--- src/rtl/cmd_deserializer_pkg.sv ---
// Shared constants and state encoding for the SD CMD-line deserializer
// and its CRC7 helper.
package cmd_deserializer_pkg;

    localparam int BITS_SHORT  = 48;
    localparam int BITS_LONG   = 136;
    localparam int TIMEOUT_NCR = 64;

    localparam logic [6:0] CRC7_POLY = 7'h09;

    typedef enum logic [1:0] {
        IDLE       = 2'd0,
        WAIT_START = 2'd1,
        RECEIVE    = 2'd2,
        DONE       = 2'd3
    } state_t;

endpackage

--- src/rtl/crc7_serial.sv ---
// Bit-serial CRC7 (x^7 + x^3 + 1), MSB-first, shared by the CMD serializer
// and deserializer.
module crc7_serial
    import cmd_deserializer_pkg::*;
(
    input  logic       clk,
    input  logic       reset,
    input  logic       clear,
    input  logic       shift,
    input  logic       data,
    output logic [6:0] crc
);

    logic feedback;

    assign feedback = data ^ crc[6];

    always_ff @(posedge clk or posedge reset) begin
        if (reset) begin
            crc <= '0;
        end else if (clear) begin
            crc <= '0;
        end else if (shift) begin
            crc <= {crc[5:0], 1'b0} ^ (feedback ? CRC7_POLY : 7'h00);
        end
    end

endmodule

--- src/rtl/cmd_deserializer.sv ---
// Receive side of the SD CMD line: start-bit wait with NCR timeout, 48/136-bit
// frame capture, CRC7 and end-bit check.
module cmd_deserializer
    import cmd_deserializer_pkg::*;
#(
    parameter int BITS_SHORT   = cmd_deserializer_pkg::BITS_SHORT,
    parameter int BITS_LONG    = cmd_deserializer_pkg::BITS_LONG,
    parameter int BITS_COUNTER = 8,
    parameter int TIMEOUT      = cmd_deserializer_pkg::TIMEOUT_NCR,
    parameter int TIMEOUT_BITS = 7
) (
    input  logic                 clk,
    input  logic                 reset,
    input  logic                 enable,
    input  logic                 in,
    input  logic                 long_resp,
    input  logic                 check_crc,
    output logic [BITS_LONG-1:0] out,
    output logic                 complete,
    output logic                 crc_error,
    output logic                 timeout_error,
    output logic                 receiving
);

    // Bit counter value on the edge that samples frame bit k is k+1.
    localparam logic [BITS_COUNTER-1:0] CNT_CRC_LAST = BITS_COUNTER'(9);
    localparam logic [BITS_COUNTER-1:0] CNT_LONG_CRC = BITS_COUNTER'(BITS_LONG - 8);

    state_t                  state, state_next;
    logic [BITS_LONG-1:0]    out_next;
    logic                    complete_next, crc_error_next, timeout_error_next, receiving_next;
    logic                    long_q, long_next, check_q, check_next;
    logic [BITS_COUNTER-1:0] bit_cnt, bit_cnt_next;
    logic [TIMEOUT_BITS-1:0] to_cnt, to_cnt_next, to_cnt_inc;
    logic                    crc_clear, crc_shift;
    logic [6:0]              crc;

    crc7_serial u_crc (
        .clk   (clk),
        .reset (reset),
        .clear (crc_clear),
        .shift (crc_shift),
        .data  (in),
        .crc   (crc)
    );

    assign to_cnt_inc = to_cnt + 1'b1;

    always_comb begin
        // NOTE: every output of this block gets a default first so no path can infer a latch.
        state_next         = state;
        out_next           = out;
        complete_next      = complete;
        crc_error_next     = crc_error;
        timeout_error_next = timeout_error;
        receiving_next     = receiving;
        long_next          = long_q;
        check_next         = check_q;
        bit_cnt_next       = bit_cnt;
        to_cnt_next        = to_cnt;
        crc_clear          = 1'b0;
        crc_shift          = 1'b0;

        case (state)
            IDLE: begin
                crc_clear = 1'b1;
                if (enable) begin
                    state_next         = WAIT_START;
                    long_next          = long_resp;
                    check_next         = check_crc;
                    out_next           = '0;
                    complete_next      = 1'b0;
                    crc_error_next     = 1'b0;
                    timeout_error_next = 1'b0;
                    to_cnt_next        = '0;
                end
            end

            WAIT_START, RECEIVE: begin
                if (!enable) begin
                    state_next         = IDLE;
                    out_next           = '0;
                    complete_next      = 1'b0;
                    crc_error_next     = 1'b0;
                    timeout_error_next = 1'b0;
                    receiving_next     = 1'b0;
                end else if (state == WAIT_START) begin
                    // A start bit beats a timeout landing on the same edge.
                    if (!in) begin
                        state_next     = RECEIVE;
                        out_next       = {out[BITS_LONG-2:0], in};
                        receiving_next = 1'b1;
                        bit_cnt_next   = long_q ? BITS_COUNTER'(BITS_LONG - 1)
                                                : BITS_COUNTER'(BITS_SHORT - 1);
                        crc_shift      = !long_q;
                    end else if (to_cnt_inc == TIMEOUT_BITS'(TIMEOUT)) begin
                        state_next         = DONE;
                        complete_next      = 1'b1;
                        timeout_error_next = 1'b1;
                    end else begin
                        to_cnt_next = to_cnt_inc;
                    end
                end else begin
                    out_next     = {out[BITS_LONG-2:0], in};
                    bit_cnt_next = bit_cnt - 1'b1;
                    crc_shift    = (bit_cnt >= CNT_CRC_LAST) &&
                                   (!long_q || bit_cnt <= CNT_LONG_CRC);
                    if (bit_cnt == BITS_COUNTER'(1)) begin
                        // out[6:0] still holds frame bits 7..1 before this shift.
                        state_next     = DONE;
                        complete_next  = 1'b1;
                        receiving_next = 1'b0;
                        crc_error_next = (check_q && (out[6:0] != crc)) || !in;
                    end
                end
            end

            DONE: begin
                if (!enable) begin
                    state_next         = IDLE;
                    complete_next      = 1'b0;
                    crc_error_next     = 1'b0;
                    timeout_error_next = 1'b0;
                end
            end

            default: state_next = IDLE;
        endcase
    end

    // NOTE: registered state uses non-blocking assignments so all flops update together.
    always_ff @(posedge clk or posedge reset) begin
        if (reset) begin
            state         <= IDLE;
            out           <= '0;
            complete      <= 1'b0;
            crc_error     <= 1'b0;
            timeout_error <= 1'b0;
            receiving     <= 1'b0;
            long_q        <= 1'b0;
            check_q       <= 1'b0;
            bit_cnt       <= '0;
            to_cnt        <= '0;
        end else begin
            state         <= state_next;
            out           <= out_next;
            complete      <= complete_next;
            crc_error     <= crc_error_next;
            timeout_error <= timeout_error_next;
            receiving     <= receiving_next;
            long_q        <= long_next;
            check_q       <= check_next;
            bit_cnt       <= bit_cnt_next;
            to_cnt        <= to_cnt_next;
        end
    end

endmodule
--- config.mk ---
export PLATFORM = sky130hd
export DESIGN_NAME = cmd_deserializer
export DESIGN_NICKNAME = d
export VERILOG_FILES = /design/src/rtl/cmd_deserializer_pkg.sv /design/src/rtl/crc7_serial.sv /design/src/rtl/cmd_deserializer.sv
export SDC_FILE = /design/constraint.sdc
export NUM_CORES = 1
export LEC_CHECK = 0
export ABC_CLOCK_PERIOD_IN_PS = 16400
export CAP_MARGIN = 15
export CORE_UTILIZATION = 56
export CTS_BUF_LIST = sky130_fd_sc_hd__clkbuf_16
export DETAILED_ROUTE_END_ITERATION = 6
export HOLD_SLACK_MARGIN = 0.12
export PLACE_DENSITY = 0.86
export SLEW_MARGIN = 40
export SYNTH_ARGS = -nofsm -noshare
export SYNTH_HDL_FRONTEND = slang
export SYNTH_HIERARCHICAL = 1
export SYNTH_SLANG_ARGS = --single-unit
--- constraint.sdc ---
create_clock -name clk -period 16.4 [get_ports clk]
set_clock_uncertainty 0.2 [all_clocks]
set_input_delay 3.28 -clock clk [delete_from_list [all_inputs] [get_ports clk]]
set_output_delay 3.28 -clock clk [all_outputs]
set_load 0.005 [all_outputs]
==> flow_metrics.tcl <==
set metrics [dict create \
    rsz0062_at_grt "no" \
    clock_latency_ns 0.42 \
    track_usage_pct 26.4 \
    synth-seq-area-share_pct 56.2 \
    die-area_um2 13700 \
    cts_buffers 17 \
    nets 929 \
    ys_seq_elements 166 \
    post_drt_wl_per_cell_um 15.6 \
    cts_setup_buffers 0 \
    dieWidth_um 117 \
    cp.required_ns 16.56 \
    crit_type "in -> reg" \
    slew_headroom_pct 46.0 \
    finalSetupViolCount 0 \
    p_leak_uw 0.00462 \
    synth.net_count 814 \
    synthAdderAreaFrac_pct 1.36 \
    finalMaxSlewViolations 0 \
    end_kind "flop" \
    share_clk_of_total_power_pct 31.3 \
    hold_viol 0 \
    die_y_um 117 \
    power_switching_uw 475 \
    place_inst 1068 \
    synth_xor_area_share_pct 0.949 \
    grt_overflow 0 \
    drc 0 \
    clkTransAtPathRegs_ns 0.06 \
    fmax_mhz 172 \
    synth_edf_count 0 \
    antenna_left 0 \
    grt_pass1_wl_um 27600 \
    period_minus_slack_ns 5.81 \
    tritoncts "done" \
    cts_resized 0 \
    cts_root_buffer "clkbuf_16" \
    port_buffers 145 \
    fin_tns_setup_ns 0 \
    ir_worst_vdd_mv 0.122 \
    worstPathArrival_ns 5.98 \
    timing.final.crit_share_pct 35.5 \
    tightestPinTransition_ns 0.809 \
    r2r_setup_slack_ns 13.08 \
    start_kind "input pin" \
    antenna_found_initial 0 \
    layout_common_cells "291 x nand2_1, 166 x dfrtp_1, 145 x clkdlybuf4s50_1" \
    area_growth_pct 26.7 \
    syn_area_per_cell_um2 9.23 \
    cts-htree-levels 4 \
    start_util_pct 58.1 \
    grt_max_degree 104 \
    gp_congestion 0.795 \
    yosys_warnings 6 \
    layout.cells.most_common "nand2_1" \
    synth.distinct_cells 53 \
    synth_top_family_by_area "simple AND/OR/NAND/NOR gates" \
    dr_total_vias 6050 \
    syn_area_um2 7390 \
    numClockSinks 166 \
    fin_util_pct 73.5 \
    num_rows 41 \
    hp-class "reg -> reg" \
    power.density_nw_per_um2 131 \
    dr.pass1.iters 5 \
    switching_share_pct 38.8 \
    finalNonFillerCells 1100 \
    drtIter0Drc 532 \
    ys_async_sr_fraction_pct 100 \
    multi_input_area_um2 2870 \
    n_antenna_cell 0 \
    pwr-share-seq_pct 37.9 \
    syn_inst 800 \
    io_pins 146 \
    seq_area_um2 4150 \
    drv_cap 0 \
    status "finished clean" \
    muxShareOfSynthArea_pct 2.29 \
    path_max_fanout 79 \
    dp_hpwl_um 10400 \
    p_comb_share_pct 30.8 \
    synthSimpleGateAreaFrac_pct 28.3 \
    grt_pass1_vias 5568 \
    synthFlopType "dfrtp_1" \
    p_int_uw 750 \
    n_fill_cell 973 \
    vias_per_cell 5.50 \
    cts_hold_buf 0 \
    wirelength_um 17100 \
    ctsLongestPathBuffers 2 \
    core-area_um2 12700 \
    drive_gt1_share_pct 5.60 \
    synth_compound_area_share_pct 5.73 \
]
==> cell usage after synthesis, types with 2 or more instances <==
master	instances	area, um2
nand3_1	142	711
a21oi_1	6	30.0
o31ai_1	3	22.5
o221a_2	3	33.8
xnor2_1	8	70.1
buf_6	13	146
nor2_1	22	82.6
inv_1	13	48.8
nand4_1	2	12.5
mux2i_1	9	90.1
o211ai_1	7	52.6
o2111ai_1	2	17.5
nand2_1	291	1090
mux2i_4	2	45.0
o21ai_0	13	65.1
buf_4	3	22.5
clkbuf_1	22	82.6
dfrtp_1	166	4150
and2_1	2	12.5
or3_1	2	12.5
buf_1	3	11.3
nor2b_1	3	18.8
and3_1	2	12.5
o2bb2ai_1	3	26.3
o22ai_1	2	12.5
ha_1	8	100
a2bb2oi_1	2	17.5
nor3_1	7	35.0
mux2_2	2	22.5
buf_2	13	65.1
a32o_1	2	20.0
==> power by group through the flow <==
stage	Clock, uW	Combinational (uW)	Sequential (uW)
3_5_place_dp	0	375	471
6_report	383	377	465
2_1_floorplan	0	339	464
5_1_grt	406	414	469
4_1_cts	387	376	464
3_3_place_gp	0	373	470
==> worst paths after layout <==
kind                            startpoint           end  cells after the start
worst max-delay path                enable    bit_cnt[3]                      6
worst min-delay path              out[135]      out[135]                      2
worst max register to register    state[0]    bit_cnt[3]                      7
worst min register to register    out[135]      out[135]                      2
max in group asynchronous            reset       out[48]                      3
min in group asynchronous            reset  u_crc/crc[4]                      2
==> worst max-delay path, stage by stage <==
cell and delay [ns]:
clkdlybuf4s50_1 0.74, and2_4 0.67, buf_4 0.75, o21ai_0 0.19, nand2b_1 0.11, and3_1 0.15
==> state kept, by name (all words and copies together) (netlist names) <==
| name | flops |
|---|---|
| bit_cnt | 8 |
| check_q | 1 |
| complete | 1 |
| crc_error | 1 |
| long_q | 1 |
| out | 136 |
| receiving | 1 |
| state | 2 |
| timeout_error | 1 |
| to_cnt | 7 |
| u_crc/crc | 7 |
==> final cells by class <==
type                       instances  area share, %
inverter                          13          0.602
clock inverter                    15           1.47
clock buffer                      17           4.55
timing repair buffer             150           16.0
multi-input combinational        567           30.7
tap                              172           2.30
sequential                       166           44.4
==> cell families after synthesis <==
group,Yosys count
flops,166
simple gates,483
mux,14
fa+ha+maj,8
compound gates,54
xor+xnor,8
buf+inv,67
==> per-layer routing <==
layer  vias to the layer above  track usage, %  wire length, um
li1                       2885               -                -
met2                       191            39.7             7970
met1                      2956            36.2             7620
met4                         0            9.79              235
met5                         -               0                0
met3                        18            8.39             1300
==> stage by stage <==
stage / cell area, um2 / hold WS (ns) / setup slack, ns / power [uW]
floorplan: 7390 / 0.260 / 8.63 / 804
global placement: 8790 / 0.252 / 10.20 / 843
detailed placement: 8790 / 0.272 / 10.19 / 846
CTS: 9360 / 0.286 / 10.64 / 1230
global route: 9360 / 0.319 / 10.32 / 1290
finish: 9360 / 0.285 / 10.59 / 1220
(Power assumes the default switching activity.)
